[src/rtl/fetch_ctrl.sv]
// Instruction-fetch sequencer: owns the PC, addresses instruction memory,
// loads the IF/ID register, applies stalls and ID-stage redirects, and
// freezes the front end on an out-of-range or misaligned fetch.
//
// state | meaning
// ------+------------------------------------------------------------
// RUN   | normal fetch; stall > branch > jump > sequential advance
// FAULT | front end frozen after a bad fetch; exits only through reset
module fetch_ctrl #(
    parameter logic [31:0] PC_RESET = 32'h0000_0000,
    parameter int          IM_DEPTH = 64
) (
    input  logic        clk,
    input  logic        rst_n,
    input  logic        stall,
    input  logic        branch_taken,
    input  logic [31:0] branch_target,
    input  logic        jump,
    input  logic [25:0] jump_index,
    input  logic [31:0] im_instr,
    output logic [31:0] im_addr,
    output logic [31:0] pc,
    output logic [31:0] ifid_instr,
    output logic [31:0] ifid_pc4,
    output logic        ifid_valid,
    output logic        fetch_fault,
    output logic [31:0] fetch_count,
    output logic [15:0] flush_count
);

    typedef enum logic {
        RUN   = 1'b0,
        FAULT = 1'b1
    } state_t;

    localparam logic [29:0] IM_LIMIT = 30'(IM_DEPTH);

    state_t      state;
    state_t      state_nxt;

    logic        bad;
    logic [31:0] pc_plus4;
    logic [31:0] jump_target;

    logic [31:0] pc_nxt;
    logic [31:0] ifid_instr_nxt;
    logic [31:0] ifid_pc4_nxt;
    logic        ifid_valid_nxt;
    logic        fetch_fault_nxt;
    logic [31:0] fetch_count_nxt;
    logic [15:0] flush_count_nxt;

    assign im_addr     = pc;
    assign bad         = (pc[1:0] != 2'b00) || (pc[31:2] >= IM_LIMIT);
    assign pc_plus4    = pc + 32'd4;
    // The j upper nibble comes from the PC+4 of the jump itself, held in IF/ID.
    assign jump_target = {ifid_pc4[31:28], jump_index, 2'b00};

    // State register.
    always_ff @(posedge clk) begin
        if (!rst_n) begin
            state <= RUN;
        end else begin
            state <= state_nxt;
        end
    end

    // Next state: a bad PC seen in RUN freezes the front end.
    always_comb begin
        state_nxt = state;
        if (state == RUN && bad) begin
            state_nxt = FAULT;
        end
    end

    // Next values for PC, IF/ID and counters by RUN-state priority.
    always_comb begin
        pc_nxt          = pc;
        ifid_instr_nxt  = ifid_instr;
        ifid_pc4_nxt    = ifid_pc4;
        ifid_valid_nxt  = ifid_valid;
        fetch_fault_nxt = fetch_fault;
        fetch_count_nxt = fetch_count;
        flush_count_nxt = flush_count;
        if (state == RUN) begin
            if (bad) begin
                // The bad fetch is dropped; pc4 and counters keep their values.
                fetch_fault_nxt = 1'b1;
                ifid_valid_nxt  = 1'b0;
                ifid_instr_nxt  = 32'd0;
            end else if (stall) begin
                // Redirect operands are not final while stalled; hold everything.
            end else if (branch_taken || jump) begin
                pc_nxt         = branch_taken ? branch_target : jump_target;
                ifid_instr_nxt = 32'd0;
                ifid_pc4_nxt   = 32'd0;
                ifid_valid_nxt = 1'b0;
                if (flush_count != 16'hFFFF) begin
                    flush_count_nxt = flush_count + 16'd1;
                end
            end else begin
                pc_nxt          = pc_plus4;
                ifid_instr_nxt  = im_instr;
                ifid_pc4_nxt    = pc_plus4;
                ifid_valid_nxt  = 1'b1;
                fetch_count_nxt = fetch_count + 32'd1;
            end
        end
    end

    // Datapath registers with synchronous reset.
    always_ff @(posedge clk) begin
        if (!rst_n) begin
            pc          <= PC_RESET;
            ifid_instr  <= 32'd0;
            ifid_pc4    <= 32'd0;
            ifid_valid  <= 1'b0;
            fetch_fault <= 1'b0;
            fetch_count <= 32'd0;
            flush_count <= 16'd0;
        end else begin
            pc          <= pc_nxt;
            ifid_instr  <= ifid_instr_nxt;
            ifid_pc4    <= ifid_pc4_nxt;
            ifid_valid  <= ifid_valid_nxt;
            fetch_fault <= fetch_fault_nxt;
            fetch_count <= fetch_count_nxt;
            flush_count <= flush_count_nxt;
        end
    end

endmodule

[config.mk]
export PLATFORM = sky130hd
export DESIGN_NAME = fetch_ctrl
export DESIGN_NICKNAME = d
export VERILOG_FILES = /design/src/rtl/fetch_ctrl.sv
export SDC_FILE = /design/constraint.sdc
export NUM_CORES = 1
export LEC_CHECK = 0
export ABC_AREA = 1
export CAP_MARGIN = 20
export CELL_PAD_IN_SITES_DETAIL_PLACEMENT = 1
export CELL_PAD_IN_SITES_GLOBAL_PLACEMENT = 1
export CORE_MARGIN = 2
export CORE_UTILIZATION = 27
export DETAILED_ROUTE_END_ITERATION = 6
export PLACE_DENSITY = 0.77
export SLEW_MARGIN = 40
export SYNTH_ARGS = -nofsm -noshare
export SYNTH_HDL_FRONTEND = slang
export SYNTH_SLANG_ARGS = --single-unit
[constraint.sdc]
create_clock -name clk -period 1.85 [get_ports clk]
set_clock_uncertainty 0.15 [all_clocks]
set_input_delay 0.555 -clock clk [delete_from_list [all_inputs] [get_ports clk]]
set_output_delay 0.555 -clock clk [all_outputs]
set_load 0.02 [all_outputs]
==> results.md <==
* Run status: finished with violations
* Failing checks: negative setup slack
* Clock Sink Count at 146
* Least-Margin Pin Slew at 0.316 ns
* DRC violations left at 0
* Average cell area after synthesis at 7.00 um^2
* Post-route ant nets at 0
* Capturing point of the worst reg2reg path: ifid_instr[5]
* DR vias at 8066
* Worst hold path endpoint: ifid_pc4[25]
* Number of rows in the core area at 58
* Hold path startpoint: ifid_pc4[25]
* R2r setup slk at -0.12 ns
* Count of synthesis-stage warnings from yosys at 0
* Post-Place Cells at 1622
* Post-layout power at 12.0 mW
* Final number of max-transition violations at 0
* Leakage power total at 5.16 nW
* Core box area at 0.0251 mm^2
* Die Height at 164 um
* Vias in the first global route at 8510
* Crit Path Class: reg2reg
* Final hold slack at 0.288 ns
* Final worst-path setup slack at -0.117 ns
* GPL Wtd Cong at 0.814
* Tcrit/Tclk final at 1.06
* Half-perimeter wire length of the detailed placement result at 20400 um
* Family with the most delay on the worst path: simple AND/OR/NAND/NOR gates
* Insertion delay of the later-clocked pin in the worst-skew pair at 0.43 ns
* Fraction of registers with async set/reset at 0
* Pin count of the biggest net entering global routing at 54
* Number of buffers on the longest clock path at 2
* Clock buffer count from CTS at 17
* Storage cell area at 0.00296 mm^2
* Synth top area cells: dfxtp_1 42%, nand2_1 16%, a21oi_1 8.3%
* Total number of H-tree levels at 4
* Max frequency at 508 MHz
* Most numerous cell on the critical path: nand2_1
* Net count after synthesis at 1083
* Cell types with the highest counts after synthesis: 291 x nand2_1, 146 x dfxtp_1, 128 x nor2_1
* DR iter-0 viols at 360
* Setup slack after placement at -0.481 ns
* R2R cell count at 13
* Post-place instance area at 0.0106 mm^2
* Clock slew at the register clock pins of the worst setup and hold paths at 0.07 ns
* Clock root cell: clkbuf_16
* Largest stage delay on the critical path at 0.32 ns
* Maximum vdd ir drop at 522 uV
* Area share of the largest cell type after synthesis at 0.424
* Routed WL at 30900 um
* X dimension of the die at 164 um
* Global route total overflow at 0
* Number of max-cap violations at 0
* Crit. End Element: flop
* Setup violators final at 83
* Highest-delay cell along the critical path: dfxtp_2
* Required time reported for the critical path endpoint at 2.06 ns
* Fraction of layout cells with a size suffix above 1 at 0.369
* Antenna violations before repair at 0
* CTS tree: done
* Cell with the most instances after synthesis: nand2_1
* RSZ-0062 raised after global routing: true
* Fill cell total of the finished layout at 3060
* GRT Resource Usage Total at 0.220
* Sort of element at the start of the critical path: flop
* Most area-hungry cell type in the Yosys netlist: dfxtp_1
* Biggest fanout along the worst timing path at 5
* R2R Path Start: im_addr[19]
* Top-level I/O count at 273
* Synthesized instance count at 984
* Final standard cell area without fillers at 0.0124 mm^2
* Sequential cell area fraction in the yosys report at 0.424
* Filler-free cell count of the finished design at 1701
* Total Die Area at 0.0268 mm^2
* Post-synth cell types at 31
* Layout Area Growth over Synthesis at 79.8%
* Main flop type after synthesis: dfxtp_1
* First-pass GRT wire length at 46000 um
* Critical path data arrival time at 2.17 ns
* Cells along the critical path: nor2_1 > nand2_1 > inv_1 > nand2_1 > nor2_2 > buf_6 > nand3_4 > nor2_4 > buf_8 > buf_12 > buf_16 > nand2_2 > a21oi_2
* Number of endpoints with negative hold slack in the final report at 0
* Flop and latch count out of synthesis at 146
* Port-buffer cells at 272
* Detailed-router iteration count before antenna repair at 4
* Final worst path period need at 1.97 ns
* Multi-input logic area at 0.00400 mm^2
* Worst hold path cell count at 2
* Vias per std cell at 4.74
* Slew headroom at 0.787
* Type of the worst min-delay path: reg2reg
* NumNets Final at 1456
* Post-DR wirelength/cell at 18.2 um
* Starting density of the core at 0.274
* Worst path bufs/invs at 5
* Post-synth EDFFs at 0
* Post-Syn Area at 0.00689 mm^2
* P per Cell Area at 966 mW/mm^2
[stage by stage]
step	util	setup TNS (ns)
3_5_place_dp	0.422	-52.78
6_report	0.493	-4.38
4_1_cts	0.476	-2.94
5_1_grt	0.493	-15.40
3_3_place_gp	0.422	-49.17
2_1_floorplan	-	0
[worst max-delay path by stage]
| stage | start | to | slack, ns | cells after the start |
|---|---|---|---|---|
| 2_1_floorplan | fetch_count[1] | fetch_count[16] | 0.03 | 8 |
| 3_3_place_gp | branch_taken | flush_count[15] | -0.43 | 8 |
| 3_5_place_dp | branch_taken | flush_count[14] | -0.48 | 8 |
| 4_1_cts | im_addr[18] | ifid_instr[22] | -0.11 | 14 |
| 5_1_grt | im_addr[19] | ifid_instr[5] | -0.21 | 13 |
| 6_report | im_addr[19] | ifid_instr[5] | -0.12 | 13 |
[final cells by class]
class / count / share of cell area
Inverter: 57 / 0.0188
Sequential cell: 146 / 0.239
Clock buffer: 17 / 0.0343
Timing Repair Buffer: 430 / 0.335
Tap cell: 330 / 0.0333
Multi-Input combinational cell: 704 / 0.323
Antenna cell: 1 / 0.000202
Clock inverter: 15 / 0.0155
Timing Repair inverter: 1 / 0.000707
[power by group]
group | internal [mW] | leakage (nW) | switching, mW
Combinational | 2.28 | 3.66 | 2.45
Sequential | 3.35 | 1.19 | 0.181
Clock | 2.07 | 0.304 | 1.63
Total | 7.70 | 5.16 | 4.26
[state kept, by name, summed over array words and instances (netlist names)]
name / cells
im_addr: 32
ifid_valid: 1
state: 1
fetch_count: 32
ifid_pc4: 32
flush_count: 16
ifid_instr: 32
[routing by layer]
layer,vias to the layer above,global-route usage,part of all wire
met4,0,0.0861,0.031
met3,55,0.0323,0.031
li1,3892,-,-
met5,-,0,0
met2,174,0.397,0.53
met1,3945,0.261,0.41
[placed cells by master, fill, tap and decap left out, drive strengths merged, types with 3 or more instances in the layout]
| master | n |
|---|---|
| nand4 | 5 |
| buf | 199 |
| clkdlybuf4s15 | 79 |
| xor2 | 27 |
| clkdlybuf4s50 | 92 |
| nor3 | 4 |
| nor2 | 134 |
| nand3 | 38 |
| xnor2 | 7 |
| clkinv | 6 |
| nand3b | 6 |
| clkbuf | 56 |
| nand2 | 292 |
| a22oi | 25 |
| inv | 65 |
| a22o | 3 |
| dfxtp | 146 |
| o21ai | 41 |
| ha | 4 |
| dlygate4sd2 | 21 |
| a21oi | 114 |
[cells by family after synthesis]
family	Yosys count	synth area share
muxes	1	0.00145
buffers and inverters	134	0.0968
DFF	146	0.424
xor gates and xnor gates	34	0.0432
adders and majority gates	4	0.00727
AOI/OAI and AO/OA	186	0.148
and+or+nand+nor	479	0.279
[repair_timing]
action,CTS,global route
cloned,14,8
hold buffers,0,0
pin swaps,41,51
buffers inserted,23,9
setup endpoints to repair,290,224
gates resized for setup,548,223
[worst reg2reg max path: stages (launching register included)]
cell and delay, ns:
dfxtp_2 0.32, nor2_1 0.10, nand2_1 0.09, inv_1 0.06
nand2_1 0.06, nor2_2 0.12, buf_6 0.13, nand3_4 0.09
nor2_4 0.17, buf_8 0.16, buf_12 0.12, buf_16 0.12
nand2_2 0.07, a21oi_2 0.13
Power figures use the tool's default switching activity.
